[config.mk]
export PLATFORM = sky130hd
export DESIGN_NAME = demux_tdm
export DESIGN_NICKNAME = d
export VERILOG_FILES = /design/src/rtl/demux_tdm.sv
export SDC_FILE = /design/constraint.sdc
export NUM_CORES = 1
export LEC_CHECK = 0
export ABC_CLOCK_PERIOD_IN_PS = 1100
export BUFFER_PORTS_ARGS = -buffer_cell sky130_fd_sc_hd__buf_2
export CAP_MARGIN = 20
export CORE_MARGIN = 2
export CORE_UTILIZATION = 35
export CTS_CLUSTER_DIAMETER = 120
export DETAILED_ROUTE_END_ITERATION = 10
export PLACE_DENSITY = 0.58
export SETUP_SLACK_MARGIN = 0.3
export SYNTH_ARGS = -nofsm -noshare
export SYNTH_HDL_FRONTEND = slang
export SYNTH_SLANG_ARGS = --single-unit
[constraint.sdc]
create_clock -name clk -period 1.1 [get_ports clk]
set_input_delay 0.165 -clock clk [delete_from_list [all_inputs] [get_ports clk]]
set_output_delay 0.165 -clock clk [all_outputs]
set_load 0.01 [all_outputs]
[src/rtl/demux_tdm.sv]
// Time-division demultiplexer: steers samples from a shared line into four
// channel registers, aligned by a frame-sync marker, with a frame strobe and sticky error.
module demux_tdm #(
  parameter int W = 1
) (
  input  logic           clk,
  input  logic           rst_n,
  input  logic [W-1:0]   d,
  input  logic           v,
  input  logic           sync,
  input  logic           clr,
  output logic [4*W-1:0] y,
  output logic [1:0]     s,
  output logic           locked,
  output logic           frame_valid,
  output logic           err
);

  typedef enum logic {
    HUNT   = 1'b0,
    LOCKED = 1'b1
  } state_t;

  state_t              state_q, state_d;
  logic [1:0]          s_q, s_d;
  logic [3:0][W-1:0]   y_q, y_d;
  logic                fv_q, fv_d;
  logic                err_q, err_d;
  logic                err_set;

  always_comb begin
    // NOTE: every signal gets a default before the branches so no latch is inferred.
    state_d = state_q;
    s_d     = s_q;
    y_d     = y_q;
    fv_d    = 1'b0;
    err_set = 1'b0;

    if (v) begin
      if (sync) begin
        // A sync always restarts the frame at slot 0; mid-frame it is a realignment.
        y_d[0]  = d;
        s_d     = 2'd1;
        state_d = LOCKED;
        err_set = (state_q == LOCKED) && (s_q != 2'd0);
      end else if (state_q == LOCKED) begin
        y_d[s_q] = d;
        s_d      = s_q + 2'd1;
        fv_d     = (s_q == 2'd3);
      end
    end

    // Set has priority over a same-cycle clear.
    err_d = err_set | (err_q & ~clr);
  end

  // The channel registers are few and must read zero after reset, so they are reset too.
  always_ff @(posedge clk or negedge rst_n) begin
    if (!rst_n) begin
      state_q <= HUNT;
      s_q     <= 2'd0;
      y_q     <= '0;
      fv_q    <= 1'b0;
      err_q   <= 1'b0;
    end else begin
      // NOTE: sequential state uses non-blocking assignments so all registers update together.
      state_q <= state_d;
      s_q     <= s_d;
      y_q     <= y_d;
      fv_q    <= fv_d;
      err_q   <= err_d;
    end
  end

  assign y           = y_q;
  assign s           = s_q;
  assign locked      = (state_q == LOCKED);
  assign frame_valid = fv_q;
  assign err         = err_q;

endmodule
==> impl_metrics.env, run 1 <==
export IMPL_min_period_over_period=1.090
export IMPL_timing_rr_start="s[1]$_DFFE_PN0P_"
export IMPL_antenna_diode_count=0
export IMPL_hold_depth=2
export IMPL_critical_path_top_delay_family="flip-flops"
export IMPL_totalWireLength_um=999
export IMPL_synth_sequential_area_ratio=0.4800
export IMPL_critical_path_max_stage_delay_ns=0.43
export IMPL_tritoncts_num_sinks=9
export IMPL_pin_count=15
export IMPL_grt_pass1_wl_um=1545
export IMPL_start_util=0.3698
export IMPL_drv_slew=0
export IMPL_viasPerCell=4.814
export IMPL_grt_ovfl_total=0
export IMPL_rsz0062_at_grt="true"
export IMPL_first_global_vias=381
export IMPL_post_place_ws_ns=-0.09141
export IMPL_place_inst=74
export IMPL_buffering_stage_count_on_the_worst_path_with_inverters_included=0
export IMPL_grt_usage=0.1600
export IMPL_maximum_buffer_depth_of_the_clock_tree=2
export IMPL_pwr_density_cell_nw_per_um2=1525
export IMPL_setup_worst_path_start_class="flop"
export IMPL_largest_fanout_on_the_critical_path=4
export IMPL_design_final_nets=82
export IMPL_ff2ff_setup_slack_ns=-0.1
export IMPL_die_x_um=40.62
export IMPL_setup_viols_final=5
export IMPL_via_count=414
export IMPL_failed_checks="negative setup slack"
export IMPL_critical_path_cell_chain="ha_2 -> and4b_1 -> mux2_4"
export IMPL_synth_nets=50
export IMPL_worst_ep_arrival_time_ns=1.35
export IMPL_ys_seq_elements=9
export IMPL_max_freq_mhz=833.9
export IMPL_layout_filler_cells=100
export IMPL_postSynthCellCount=40
export IMPL_drt_first_pass_iters=3
export IMPL_slew_limit_headroom=0.8659
export IMPL_cpMaxStageDelayCell="dfrtp_2"
export IMPL_total_leakage_power_nw=0.3816
export IMPL_core_area_um2=1269
export IMPL_depth_of_the_worst_register_to_register_path=3
export IMPL_final_critical_path_setup_slack_ns=-0.09917
export IMPL_grt_antenna_before_repair=0
export IMPL_cts_buffers=3
export IMPL_cp_data_required_time_ns=1.25
export IMPL_die_height_um=40.62
export IMPL_proportion_of_layout_cells_with_a_drive_suffix_above_1=0.6620
export IMPL_hold_viol=0
export IMPL_tightest_slew_ns=0.2011
export IMPL_floorplan_rows=13
export IMPL_drt_iter0_drc=2
export IMPL_clock_insertion_delay_worst_skew_ns=0.26
export IMPL_min_delay_start="clr"
export IMPL_fin_cells=86
export IMPL_netlist_area_um2=469.2
export IMPL_route_detailed_drc=0
export IMPL_setup_total_negative_slack_ns=-0.3109
export IMPL_place_congestion=0.7149
export IMPL_timing_hold_worst_endpoint="err$_DFF_PN0_"
export IMPL_wl_per_cell_um=11.62
export IMPL_critical_path_class="flop to flop"
export IMPL_grt_max_degree=10
export IMPL_syn2layout_area_growth_pct=73.07
export IMPL_clockRootBuffer="clkbuf_4"
export IMPL_power_w=0.001239
export IMPL_cts_htree_levels=1
export IMPL_final_setup_skew_ns=0.0004770
export IMPL_max_cap_violation_count=0
export IMPL_route_antenna_remaining_nets=0
export IMPL_buffer_ports_inserted=14
export IMPL_mean_instance_size_in_the_synthesized_netlist_um2=11.73
export IMPL_clock_tree_from_tritoncts="done"
export IMPL_yosys_warnings=0
export IMPL_fp_dieArea_um2=1650
export IMPL_worst_hold_path_type="primary input to flop"
export IMPL_finish_utilization=0.6400
export IMPL_ir_worst_vdd_mv=0.7637
export IMPL_hpwlAfterDp_um=700
export IMPL_clock_slew_at_the_register_clock_pins_of_the_worst_setup_and_hold_paths_ns=0.06
export IMPL_finalWorstPathRequiredPeriod_ns=1.199
export IMPL_cp_end_kind="flop"
export IMPL_status="finished, violations left"
export IMPL_synthDistinctLibCells=20
export IMPL_r2r_end="y[3]$_DFFE_PN0P_"
placed cells by master, fill, tap and decap left out:
cell           instances
ha_4                   1
ha_2                   1
nor2_1                 1
buf_2                  8
o221ai_2               1
dfrtp_2                3
nor3_4                 1
or3b_1                 1
o21ai_1                1
o2bb2ai_2              1
a21boi_1               1
dfrtp_1                6
mux2_4                 1
clkbuf_1               1
and4b_1                2
nand2_1                1
nand4b_1               3
a21o_1                 1
inv_1                  1
buf_4                 10
inv_2                  2
a21oi_4                1
dlygate4sd3_1          1
mux2_1                 2
ha_1                   2
buf_6                 11
clkbuf_4               3
nand3_2                2
nor3_2                 1
worst max-delay path by stage:
stage / from / slack, ns / end / depth (start not counted)
5_1_grt: s[1]$_DFFE_PN0P_ / -0.13 / y[3]$_DFFE_PN0P_ / 3
4_1_cts: s[1]$_DFFE_PN0P_ / -0.10 / y[3]$_DFFE_PN0P_ / 3
6_report: s[1]$_DFFE_PN0P_ / -0.1 / y[3]$_DFFE_PN0P_ / 3
3_5_place_dp: s[1]$_DFFE_PN0P_ / -0.09 / y[3]$_DFFE_PN0P_ / 3
3_3_place_gp: s[1]$_DFFE_PN0P_ / -0.08 / y[3]$_DFFE_PN0P_ / 3
2_1_floorplan: s[0]$_DFFE_PN0P_ / -0.11 / y[3]$_DFFE_PN0P_ / 3
cell type report:
class                      instances  area (um2)  area share
timing repair buffer              30       249.0      0.3066
clock buffer                       4       26.28     0.03236
tap                               15       18.77     0.02311
inverter                           3       11.26     0.01387
sequential                         9       229.0      0.2820
multi-input combinational         25       277.8      0.3421
report_power, final:
part | switching [W] | internal, W | total, W | leakage (nW)
clock network | 0.000112 | 0.000140 | 0.000252 | 0.0150
logic | 0.000189 | 0.000326 | 0.000516 | 0.262
registers | 0.0000581 | 0.000413 | 0.000471 | 0.105
metal layers:
metal  vias to the layer above  global-route usage  wire length, um
met1                       192              0.1462              389
met4                         0             0.07500               19
li1                        205                   -                -
met5                         -                   0                0
met3                         4             0.09783               57
met2                        13              0.2778              534
cells in the mapped netlist, drive strengths merged:
| cell type | count | area share |
|---|---|---|
| nand4b | 3 | 0.056 |
| o221ai | 1 | 0.019 |
| buf | 3 | 0.051 |
| nand3 | 2 | 0.021 |
| and4b | 2 | 0.043 |
| o2bb2ai | 1 | 0.019 |
| a21oi | 1 | 0.011 |
| mux2 | 3 | 0.072 |
| a21boi | 1 | 0.016 |
| or3b | 1 | 0.019 |
| a21o | 1 | 0.016 |
| nor2 | 1 | 0.0080 |
| dfrtp | 9 | 0.48 |
| nand2 | 1 | 0.0080 |
| ha | 4 | 0.11 |
| nor3 | 2 | 0.021 |
| o21ai | 1 | 0.011 |
| inv | 3 | 0.024 |
cell families (layout without fill, tap and decap cells):
kind of cell	after synthesis	count (layout)	share of synthesized area
muxes	3	3	0.07199
buffers and inverters	6	37	0.07466
DFF	9	9	0.4800
AOI/OAI and AO/OA	6	6	0.09066
and+or+nand+nor	12	12	0.1760
adders and majority gates	4	4	0.1067
worst reg2reg max path, cell delays in order, from the launching register on:
cell and delay [ns]:
dfrtp_2 0.43, ha_2 0.18, and4b_1 0.19, mux2_4 0.29
through the flow:
stage          cell area (um2)  hold WS (ns)
2_1_floorplan            498.0       -0.1306
3_3_place_gp             620.6       0.02869
3_5_place_dp             620.6       0.02621
4_1_cts                  757.0       0.05949
5_1_grt                  812.0       0.04932
6_report                 812.0       0.06207
sequential cells by signal, indices dropped and copies added, names as in the netlist:
| signal | flops |
|---|---|
| err | 1 |
| frame_valid | 1 |
| locked | 1 |
| s | 2 |
| y | 4 |
repair_timing:
action                     CTS  global route
setup buffers                6             1
pin swaps                    4             0
hold buffers                 1             0
resized for setup           12             8
setup endpoints to repair   18            18
hold endpoints to repair     9             0
Power figures use the tool's default switching activity.
==> inputs of run 2 (changes only) <==
--- a/config.mk
+++ b/config.mk
@@ -8,10 +8,10 @@
 export ABC_CLOCK_PERIOD_IN_PS = 1100
 export BUFFER_PORTS_ARGS = -buffer_cell sky130_fd_sc_hd__buf_2
 export CAP_MARGIN = 20
-export CORE_MARGIN = 2
-export CORE_UTILIZATION = 35
+export CORE_AREA = 2 2 39 41
 export CTS_CLUSTER_DIAMETER = 120
 export DETAILED_ROUTE_END_ITERATION = 10
+export DIE_AREA = 0 0 41 43
 export PLACE_DENSITY = 0.58
 export SETUP_SLACK_MARGIN = 0.3
 export SYNTH_ARGS = -nofsm -noshare
==> constraint.sdc (replaced) <==
create_clock -name clk -period 1.1 [get_ports clk]
set_input_delay 0.11 -clock clk [delete_from_list [all_inputs] [get_ports clk]]
set_output_delay 0.11 -clock clk [all_outputs]
set_load 0.01 [all_outputs]
==> impl_metrics.env, run 2 (same netlist as run 1, synthesis figures left out) <==
export IMPL_layout_cell_area_non_filler_um2=828.3
export IMPL_final_critical_path_setup_slack_ns=-0.1013
export IMPL_first_global_vias=423
export IMPL_worst_ep_arrival_time_ns=1.35
export IMPL_total_leakage_power_nw=0.3943
export IMPL_tightest_slew_ns=0.2118
export IMPL_viasPerCell=4.889
export IMPL_floorplan_rows=14
export IMPL_drv_slew=0
export IMPL_hold_depth=2
export IMPL_wl_met3_um=56
export IMPL_power_w=0.001308
export IMPL_r2r_end="y[3]$_DFFE_PN0P_"
export IMPL_min_delay_start="d"
export IMPL_fp_dieArea_um2=1763
export IMPL_grt_max_degree=12
export IMPL_route_detailed_drc=0
export IMPL_setup_viols_final=5
export IMPL_wl_per_cell_um=12.17
export IMPL_hold_viol=0
export IMPL_design_final_nets=85
export IMPL_via_count=440
export IMPL_totalWireLength_um=1095
export IMPL_grt_pass1_wl_um=1876
export IMPL_max_cap_violation_count=0
export IMPL_cp_data_required_time_ns=1.25
export IMPL_grt_antenna_before_repair=0
export IMPL_antenna_diode_count=0
export IMPL_min_period_over_period=1.092
export IMPL_met1Wirelength_um=463
export IMPL_drt_first_pass_iters=4
export IMPL_place_congestion=0.7275
export IMPL_hpwlAfterDp_um=737.1
export IMPL_finish_utilization=0.5986
export IMPL_proportion_of_layout_cells_with_a_drive_suffix_above_1=0.6622
export IMPL_clock_tree_from_tritoncts="done"
export IMPL_syn2layout_area_growth_pct=76.53
export IMPL_largest_reg_flops=4
export IMPL_max_freq_mhz=832.5
export IMPL_maximum_buffer_depth_of_the_clock_tree=2
export IMPL_worst_hold_path_type="primary input to flop"
export IMPL_timing_rr_start="s[0]$_DFFE_PN0P_"
export IMPL_status="finished, violations left"
export IMPL_timing_hold_worst_endpoint="y[2]$_DFFE_PN0P_"
export IMPL_route_antenna_remaining_nets=0
export IMPL_highest_layer="met4"
export IMPL_clock_slew_at_the_register_clock_pins_of_the_worst_setup_and_hold_paths_ns=0.06
export IMPL_grt_ovfl_total=0
export IMPL_ir_worst_vdd_mv=0.5924
export IMPL_tritoncts_num_sinks=9
export IMPL_crit_path_start="s[0]$_DFFE_PN0P_"
export IMPL_clock_insertion_delay_worst_skew_ns=0.26
export IMPL_die_x_um=41
export IMPL_clockRootBuffer="clkbuf_4"
export IMPL_failed_checks="negative setup slack"
export IMPL_depth_of_the_worst_register_to_register_path=3
export IMPL_drt_iter0_drc=2
export IMPL_finalWorstPathRequiredPeriod_ns=1.201
export IMPL_place_area_um2=614.3
export IMPL_die_height_um=43
export IMPL_slew_limit_headroom=0.8588
export IMPL_grt_usage=0.1631
export IMPL_setup_worst_path_start_class="flop"
export IMPL_critical_path_class="flop to flop"
export IMPL_cts_htree_levels=1
export IMPL_cts_buffers=3
export IMPL_final_setup_skew_ns=0.001379
export IMPL_cp_end_kind="flop"
export IMPL_buffer_ports_inserted=14
export IMPL_route_met2_wl_um=550
export IMPL_start_util=0.3391
export IMPL_layout_filler_cells=121
export IMPL_ff2ff_setup_slack_ns=-0.10
export IMPL_largest_fanout_on_the_critical_path=4
export IMPL_core_area_um2=1384
export IMPL_pwr_density_cell_nw_per_um2=1579
export IMPL_final_cell_mix="buf_6 (12), buf_4 (12), buf_2 (7)"
export IMPL_rsz0062_at_grt="true"
export IMPL_pin_count=15
## run 2: critical path, stage by stage (launching register included)
cell and delay (ns):
dfrtp_2 0.43, ha_2 0.18, and4b_1 0.19, mux2_4 0.29
## run 2: final cells by class
class	instances	area [um2]	share of cell area
inverters	3	11.26	0.01360
multi-input cells	25	261.5	0.3157
clock buffers	4	26.28	0.03172
flip-flops and latches	9	229.0	0.2764
well taps	16	20.02	0.02417
repair buffers	33	280.3	0.3384
## run 2: through the flow
| step | hold WS [ns] | worst slack, ns | std cells | setup TNS (ns) |
|---|---|---|---|---|
| 2_1_floorplan | -0.1856 | -0.1145 | 40 | -0.2850 |
| 3_3_place_gp | -0.03178 | -0.08017 | 74 | -0.1879 |
| 3_5_place_dp | -0.02482 | -0.1067 | 74 | -0.2698 |
| 4_1_cts | 0.1048 | -0.1037 | 88 | -0.4148 |
| 5_1_grt | 0.1080 | -0.1326 | 90 | -0.6312 |
| 6_report | 0.1131 | -0.1013 | 90 | -0.3944 |
## run 2: layer usage
metal,global-route usage,up-vias
met5,0,-
met1,0.1883,209
met4,0.1200,0
li1,-,214
met2,0.2406,13
met3,0.04712,4
## run 2: power breakdown
group | leakage, nW | internal, W | switching [W]
Combinational | 0.274 | 0.000381 | 0.000195
Clock | 0.0150 | 0.000140 | 0.000121
Sequential | 0.105 | 0.000413 | 0.0000577
Total | 0.394 | 0.000934 | 0.000374
## run 2: how the worst max path moves through the flow
stage                            end  slack [ns]  cells past startpoint
floorplan           y[3]$_DFFE_PN0P_       -0.11                      3
global placement    y[3]$_DFFE_PN0P_       -0.08                      3
detailed placement  y[3]$_DFFE_PN0P_       -0.11                      3
CTS                 y[3]$_DFFE_PN0P_       -0.10                      3
global route        y[3]$_DFFE_PN0P_       -0.13                      3
finish              y[3]$_DFFE_PN0P_       -0.10                      3
## run 2: what timing repair did
action / in CTS / in global routing
hold buffers: 2 / 0
pin swaps: 4 / 0
hold endpoints to repair: 10 / 0
setup endpoints to repair: 18 / 18
resized for setup: 12 / 7
buffers inserted: 8 / 2
